--- src/rtl/signed_divider_16by8.sv ---
// rtl/signed_divider_16by8.sv - iterative radix-2 restoring signed divider, 16-bit dividend by 8-bit divisor
module signed_divider_16by8 #(
    parameter int DIVIDEND_W = 16,
    parameter int DIVISOR_W  = 8
) (
    input  logic                  clk,
    input  logic                  reset,
    input  logic                  in_valid,
    output logic                  in_ready,
    input  logic [DIVIDEND_W-1:0] dividend,
    input  logic [DIVISOR_W-1:0]  divisor,
    output logic                  out_valid,
    input  logic                  out_ready,
    output logic [DIVIDEND_W-1:0] quotient,
    output logic [DIVIDEND_W-1:0] remainder,
    output logic                  div_zero
);

    localparam int PR_W  = DIVISOR_W + 1;
    localparam int CNT_W = $clog2(DIVIDEND_W);
    localparam logic [DIVIDEND_W-1:0] MOST_NEG = {1'b1, {(DIVIDEND_W-1){1'b0}}};
    localparam logic [CNT_W-1:0]      LAST_BIT = CNT_W'(DIVIDEND_W - 1);

    typedef enum logic [1:0] {IDLE, CALC, FIX, DONE} state_t;

    state_t                  state_q;
    logic [DIVIDEND_W-1:0]   a_q;
    logic [PR_W-1:0]         b_q;
    logic [PR_W-1:0]         pr_q;
    logic [CNT_W-1:0]        cnt_q;
    logic                    q_neg_q;
    logic                    r_neg_q;
    logic                    special_q;
    logic                    zero_q;
    logic                    out_valid_q;
    logic [DIVIDEND_W-1:0]   quotient_q;
    logic [DIVIDEND_W-1:0]   remainder_q;
    logic                    div_zero_q;

    logic [DIVIDEND_W-1:0]   dividend_mag;
    logic [PR_W-1:0]         divisor_ext;
    logic [PR_W-1:0]         divisor_mag;
    logic [PR_W-1:0]         pr_shift;
    logic [PR_W-1:0]         pr_diff;
    logic                    pr_ge;
    logic [PR_W-1:0]         pr_d;
    logic [DIVIDEND_W-1:0]   r_ext;
    logic                    is_zero;
    logic                    is_ovf;

    assign dividend_mag = dividend[DIVIDEND_W-1] ? -dividend : dividend;
    assign divisor_ext  = {divisor[DIVISOR_W-1], divisor};
    assign divisor_mag  = divisor[DIVISOR_W-1] ? -divisor_ext : divisor_ext;
    assign is_zero      = (divisor == '0);
    assign is_ovf       = (dividend == MOST_NEG) && (divisor == '1);

    // Partial remainder stays below |divisor| <= 2^(DIVISOR_W-1), so its MSB is never shifted out.
    assign pr_shift = {pr_q[DIVISOR_W-1:0], a_q[DIVIDEND_W-1]};
    assign pr_diff  = pr_shift - b_q;
    assign pr_ge    = (pr_shift >= b_q);
    assign pr_d     = pr_ge ? pr_diff : pr_shift;
    assign r_ext    = DIVIDEND_W'(pr_q);

    assign in_ready  = (state_q == IDLE);
    assign out_valid = out_valid_q;
    assign quotient  = quotient_q;
    assign remainder = remainder_q;
    assign div_zero  = div_zero_q;

    always_ff @(posedge clk) begin
        if (reset) begin
            state_q     <= IDLE;
            a_q         <= '0;
            b_q         <= '0;
            pr_q        <= '0;
            cnt_q       <= '0;
            q_neg_q     <= 1'b0;
            r_neg_q     <= 1'b0;
            special_q   <= 1'b0;
            zero_q      <= 1'b0;
            out_valid_q <= 1'b0;
            quotient_q  <= '0;
            remainder_q <= '0;
            div_zero_q  <= 1'b0;
        end else begin
            case (state_q)
                IDLE: begin
                    if (in_valid) begin
                        pr_q    <= '0;
                        cnt_q   <= '0;
                        q_neg_q <= dividend[DIVIDEND_W-1] ^ divisor[DIVISOR_W-1];
                        r_neg_q <= dividend[DIVIDEND_W-1];
                        zero_q  <= is_zero;
                        // Special cases pass through FIX so their result lands one edge after accept.
                        if (is_zero || is_ovf) begin
                            a_q       <= dividend;
                            special_q <= 1'b1;
                            state_q   <= FIX;
                        end else begin
                            a_q       <= dividend_mag;
                            b_q       <= divisor_mag;
                            special_q <= 1'b0;
                            state_q   <= CALC;
                        end
                    end
                end
                CALC: begin
                    pr_q  <= pr_d;
                    a_q   <= {a_q[DIVIDEND_W-2:0], pr_ge};
                    cnt_q <= cnt_q + 1'b1;
                    if (cnt_q == LAST_BIT) begin
                        state_q <= FIX;
                    end
                end
                FIX: begin
                    if (special_q) begin
                        quotient_q  <= zero_q ? '1 : a_q;
                        remainder_q <= zero_q ? a_q : '0;
                        div_zero_q  <= zero_q;
                    end else begin
                        quotient_q  <= q_neg_q ? -a_q : a_q;
                        remainder_q <= r_neg_q ? -r_ext : r_ext;
                        div_zero_q  <= 1'b0;
                    end
                    out_valid_q <= 1'b1;
                    state_q     <= DONE;
                end
                DONE: begin
                    if (out_ready) begin
                        out_valid_q <= 1'b0;
                        state_q     <= IDLE;
                    end
                end
                default: state_q <= IDLE;
            endcase
        end
    end

endmodule

--- config.mk ---
export PLATFORM = sky130hd
export DESIGN_NAME = signed_divider_16by8
export DESIGN_NICKNAME = d
export VERILOG_FILES = /design/src/rtl/signed_divider_16by8.sv
export SDC_FILE = /design/constraint.sdc
export NUM_CORES = 1
export LEC_CHECK = 0
export ABC_AREA = 1
export CORE_MARGIN = 10
export CORE_UTILIZATION = 55
export DETAILED_ROUTE_END_ITERATION = 16
export GPL_TIMING_DRIVEN = 0
export HOLD_SLACK_MARGIN = 0.08
export PLACE_DENSITY = 0.79
export SLEW_MARGIN = 20
export SYNTH_ARGS = -nofsm -noshare
export SYNTH_HDL_FRONTEND = slang
export SYNTH_SLANG_ARGS = --single-unit
--- constraint.sdc ---
create_clock -name clk -period 2.3 [get_ports clk]
set_input_delay 0.345 -clock clk [delete_from_list [all_inputs] [get_ports clk]]
set_output_delay 0.345 -clock clk [all_outputs]
set_load 0.02 [all_outputs]
==> run metrics, run 1 <==
total grt overflow=0; largest net degree at the start of global routing=14; Post-Layout Cell Count=947; maximum vdd drop=632 uV; Post-Synthesis Cells=764; post-synth top area share=0.309; type of origin of the critical path=flop; Post-synth top cells=nand2_1 (187), inv_1 (91), a21oi_1 (89); I/O Pins=63; leakage=2.58 nW; hold crit path type=input port to flop; Die W=116 um; Synth area leaders=dfxtp_1 (31%), nand2_1 (14%), a21oi_1 (8.8%); Power Density=1240 nW/um^2; clk_lat worst skew=360 ps; CP cell instances=inv_1 > ha_1 > clkdlybuf4s50_1; met1 usage=0.298; Max-cap violations=0; Pins Over Slew Limit=0; Clock Skew=18.2 ps; # clock sinks=78; IO buf count=59; post-synth top area cell=dfxtp_1; hold path cells=4; register area=1560 um^2; WHS=287 ps; Final Cycle Share=0.923; CP Class=flop to output pin; synthesized area=5050 um^2; arrival time at the worst endpoint=1780 ps; RSZ-0062 raised after global routing=no; CTS tree=built; final net count=882; final hold violation count=0; post-CTS setup buffer count=0; routed vias=5416; # setup viols final=0; CP max FO=7; H-tree Lvls=3; Num CTS Buffers=9; Fillers=780; crit path capture type=output pin; P&R area growth vs syn=18.5%; post-CTS sizing=0; DP Wirelength=11900 um; detailed-route vias per instance=5.72; DRC=0; Critical Path RT=1960 ps; antenna cell count=0; Max clock buf depth=2; Initial Util=0.571; placed cells=931; Async SR Flop Fraction=0; Mapped Nets=812; final wirelength=15100 um; GPL Wtd Cong=0.923; number of synthesized flops with an enable pin=0; row count=34; M2 GR Usage=0.360; min cycle time layout=2120 ps; Slew @ Worst Pin=689 ps; Avg Inst Size Synth=6.61 um^2; routed len/inst=15.9 um; Reg2Reg Depth=8; GRT met3 Usage=0.0496; status=finished clean; share of cells above drive strength 1=0.0810; Primary FF master, synth=dfxtp_1; Rel. slew slack=0.541; initial antenna violation count=0; post-synth cell types=43; drt pass-1 iters=5; number of global-route vias before repair=5107; Clock transition at path regs=80 ps; first-pass GRT wire length=24800 um; most frequent cell after synthesis=nand2_1; Slowest-stage cell, CP=clkdlybuf4s50_1; gr busiest metal=met2; Core ar.=8850 um^2; Tot GR Track Use=0.228; DRT iter0 DRCs=532; die area=13400 um^2; Root Driver=clkbuf_8; yosys warns=0; multi-input logic area=2960 um^2; Critical Path Max Stage Delay=670 ps; #FFs+latches synth=78; register area share after synthesis=0.309; CTS Hold Bufs=0; max frequency=471 MHz; Final ANT Viol Nets=0; die height=116 um
-- layout make-up --
class	count	share of cell area
Buffer	30	0.0266
Clock buffer	11	0.0253
Clock inverter	5	0.00941
Tap cell	108	0.0226
Inverter	97	0.0617
Timing Repair Buffer	59	0.0987
Sequential cell	78	0.261
Multi-Input combinational cell	559	0.495
-- where the power goes --
part | internal, mW | switching [mW] | leakage, nW
Sequential | 1.68 | 0.316 | 0.635
Combinational | 1.52 | 2.81 | 1.84
Clock | 0.561 | 0.538 | 0.106
-- cells in the final DEF (no fill, tap or decap), types with 4 or more instances in the layout --
cell             Yosys  layout
a21oi_1             89      89
a21oi_2              4       4
a22oi_1             15      15
a31oi_1              6       6
buf_2                4       4
buf_6                4       4
clkbuf_1            19      18
clkbuf_8             0      11
clkdlybuf4s50_1      0      59
dfxtp_1             78      78
ha_1                19      19
inv_1               91      91
inv_2                4       4
nand2_1            187     187
nand2_2              8       8
nand3_1             80      80
nand4_1              9       9
nor2_1              41      41
nor2_2               7       7
nor2_4               4       4
nor3_1               6       6
o211ai_1             6       6
o21ai_0             32      32
o21ai_1              5       5
xor2_1              10      10
-- layer usage --
layer | wire length, um | part of all wire
met1 | 6700 | 0.44
met2 | 6750 | 0.45
met3 | 1260 | 0.084
met4 | 366 | 0.024
met5 | 0 | 0
-- registers in the layout, summed over array words and instances (netlist names) --
name and flops:
a_q 16, b_q 9, quotient 16, state_q 2, special_q 1, div_zero 1
remainder 16, r_neg_q 1, zero_q 1, q_neg_q 1, pr_q 9, cnt_q 4
out_valid 1
-- critical path, delay by kind of cell (launching register included) --
| kind | cells | cell delay (ps) |
|---|---|---|
| flip-flops | 1 | 340 |
| adder cells (fa/ha/maj) | 1 | 320 |
| buffers and inverters | 2 | 770 |
-- cell families after synthesis --
| family | after synthesis | share of synthesized area |
|---|---|---|
| adders and majority gates | 20 | 0.0511 |
| xor gates and xnor gates | 12 | 0.0208 |
| DFF | 78 | 0.309 |
| buffers and inverters | 127 | 0.105 |
| and+or+nand+nor | 355 | 0.318 |
| AOI/OAI and AO/OA | 172 | 0.197 |
-- per-stage QoR --
| step | total power, mW | utilization | area (um^2) | worst slack, ps | setup TNS (ps) |
|---|---|---|---|---|---|
| global route | 8.06 | 0.676 | 5980 | 0.120 | 0 |
| CTS | 7.35 | 0.676 | 5980 | 173 | 0 |
| global placement | 6.14 | 0.653 | 5770 | -25.1 | -48.0 |
| finish | 7.43 | 0.676 | 5980 | 176 | 0 |
| detailed placement | 6.26 | 0.653 | 5770 | -58.9 | -101 |
| floorplan | 5.11 | - | 5050 | 593 | 0 |
-- path summary, 6_finish.rpt --
kind | slack [ps] | from | to
setup / recovery | 180 | state_q[0]$_SDFFE_PP0P_ | in_ready
hold / removal | 290 | divisor[7] | q_neg_q$_SDFFE_PP0P_
hold reg to reg | 470 | quotient[14]$_SDFFE_PP0P_ | quotient[14]$_SDFFE_PP0P_
setup reg to reg | 230 | state_q[0]$_SDFFE_PP0P_ | pr_q[8]$_SDFFE_PP0P_
(Power assumes the default switching activity.)
==> run 2, diff against run 1 <==
Settings changed: PLACE_DENSITY 0.79 to not set, PLACE_DENSITY_LB_ADDON set to 0.25.
==> run 2 against run 1 <==
Total power barely moved. Critical path depth did not move. Combinational power barely moved. Cell count did not move. Non-clock buffer count did not move. Via count fell by 0.96%. Flip-flop and latch count did not move. Count of clock-buffer cells in the layout fell by 1. First-iteration DRC count rose by 0.38%. Highest routed layer unchanged. Clock power barely moved. Global-route usage barely moved. Setup slack got worse by 25 ps.
==> run metrics, run 2 (same netlist as run 1, synthesis figures left out) <==
status=finished clean (unchanged); max frequency=465 MHz (was 471 MHz); Core ar.=8850 um^2 (unchanged); IO buf count=59 (unchanged); largest net degree at the start of global routing=15 (was 14); Rel. slew slack=0.555 (was 0.541); Critical Path Max Stage Delay=670 ps (about the same); placed cells=931 (unchanged); CP Class=flop to output pin (unchanged); CTS tree=built (unchanged); final net count=882 (unchanged); routed len/inst=15.9 um (about the same); Initial Util=0.571 (unchanged); drt pass-1 iters=6 (was 5); share of cells above drive strength 1=0.0810 (unchanged); detailed-route vias per instance=5.66 (was 5.72); total grt overflow=0 (unchanged); dpl ws=-14.5 ps (was -58.9 ps); min cycle time layout=2150 ps (was 2120 ps); post-CTS sizing=0 (unchanged); Power Density=1240 nW/um^2 (about the same); DRC=0 (unchanged); Max-cap violations=0 (unchanged); crit path capture type=output pin (unchanged); maximum vdd drop=666 uV (was 632 uV); Slew @ Worst Pin=668 ps (was 689 ps); post-CTS setup buffer count=0 (unchanged); Num CTS Buffers=9 (unchanged); P&R area growth vs syn=18.5% (about the same); die height=116 um (unchanged); leakage=2.58 nW (about the same); most frequent cells in the layout=nand2_1 (187), inv_1 (91), a21oi_1 (89), nand3_1 (80), dfxtp_1 (78) (unchanged); CP max FO=7 (unchanged); Critical Path RT=1960 ps (about the same); Fillers=840 (was 780); multi-input logic area=2960 um^2 (unchanged); Die W=116 um (unchanged); worst setup margin=151 ps (was 176 ps); Worst path depth=3 (unchanged); hold crit path type=input port to flop (unchanged); I/O Pins=63 (unchanged); antenna cell count=0 (unchanged); final wirelength=15000 um (was 15100 um); TNS Setup=0 ps (unchanged); # setup viols final=0 (unchanged); number of global-route vias before repair=5102 (was 5107); Clock transition at path regs=80 ps (about the same); most common cell after layout, fill and taps aside=nand2_1 (unchanged); Final Cycle Share=0.934 (was 0.923); Tot GR Track Use=0.228 (about the same); DP Wirelength=11800 um (was 11900 um); design area=5980 um^2 (about the same); row count=34 (unchanged); first-pass GRT wire length=24900 um (was 24800 um); RSZ-0062 raised after global routing=no (unchanged); final hold violation count=0 (unchanged); initial antenna violation count=0 (unchanged); Slowest-stage cell, CP=clkdlybuf4s50_1 (unchanged); Bufs and invs on worst path=2 (unchanged); Max clock buf depth=2 (unchanged); die area=13400 um^2 (unchanged); H-tree Lvls=3 (unchanged); GPL Wtd Cong=0.909 (was 0.923); # clock sinks=78 (unchanged); clk_lat worst skew=370 ps (was 360 ps); register area=1560 um^2 (unchanged); arrival time at the worst endpoint=1800 ps (was 1780 ps); Pins Over Slew Limit=0 (unchanged); type of origin of the critical path=flop (unchanged); CP cell instances=inv_1 > ha_1 > clkdlybuf4s50_1 (unchanged); Post-Layout Cell Count=947 (unchanged); Root Driver=clkbuf_8 (unchanged); Reg2Reg Depth=8 (unchanged); Clock Skew=16.5 ps (was 18.2 ps); routed vias=5364 (was 5416); Final ANT Viol Nets=0 (unchanged); hold path cells=4 (unchanged); CTS Hold Bufs=0 (unchanged); DRT iter0 DRCs=534 (was 532); Crit path max-delay family=buffers and inverters (unchanged); cell area after placement=5770 um^2 (unchanged)
==> run 2: cell types whose count changed in the layout (fill, tap and decap cells not counted), sizes merged <==
cell and change:
buf -1, clkinv +1
==> run 2: power by group <==
group          leakage (nW)  switching (mW)  internal (mW)
clock                 0.103           0.533          0.536
combinational          1.84            2.84           1.52
sequential            0.635           0.316           1.68
==> run 2: metrics by stage <==
step | utilization | hold WS, ps | power, mW
floorplan | - | 422 | 5.11
global placement | 0.653 | 456 | 6.14
detailed placement | 0.653 | 457 | 6.27
CTS | 0.676 | 300 | 7.36
global route | 0.676 | 318 | 8.07
finish | 0.676 | 299 | 7.42
==> run 2: path summary, 6_finish.rpt <==
kind,start,to,slack (ps)
setup reg to reg,state_q[0]$_SDFFE_PP0P_,a_q[7]$_SDFFE_PP0P_,170
hold reg to reg,quotient[3]$_SDFFE_PP0P_,quotient[3]$_SDFFE_PP0P_,470
hold / removal,divisor[7],q_neg_q$_SDFFE_PP0P_,300
setup / recovery,state_q[0]$_SDFFE_PP0P_,in_ready,150
==> run 2: per-layer routing <==
metal	wire, um	vias to the layer above	GRT usage
li1	-	2685	-
met1	6660	2413	0.296
met2	6580	224	0.354
met3	1260	42	0.0481
met4	540	0	0.105
met5	0	-	0
==> run 2: cell type report <==
cell class              count  share of cell area
well taps                 108              0.0226
clock buffers              10              0.0230
inverters                  97              0.0617
repair buffers             59              0.0987
flip-flops and latches     78               0.261
plain buffers              30              0.0266
clock inverters             6              0.0115
multi-input cells         559               0.495
==> run 2: worst min-delay path, delay by kind of cell <==
family                 cells  cell delay, ps
and+or+nand+nor            1              50
AOI/OAI and AO/OA          1              50
buffers and inverters      2             160
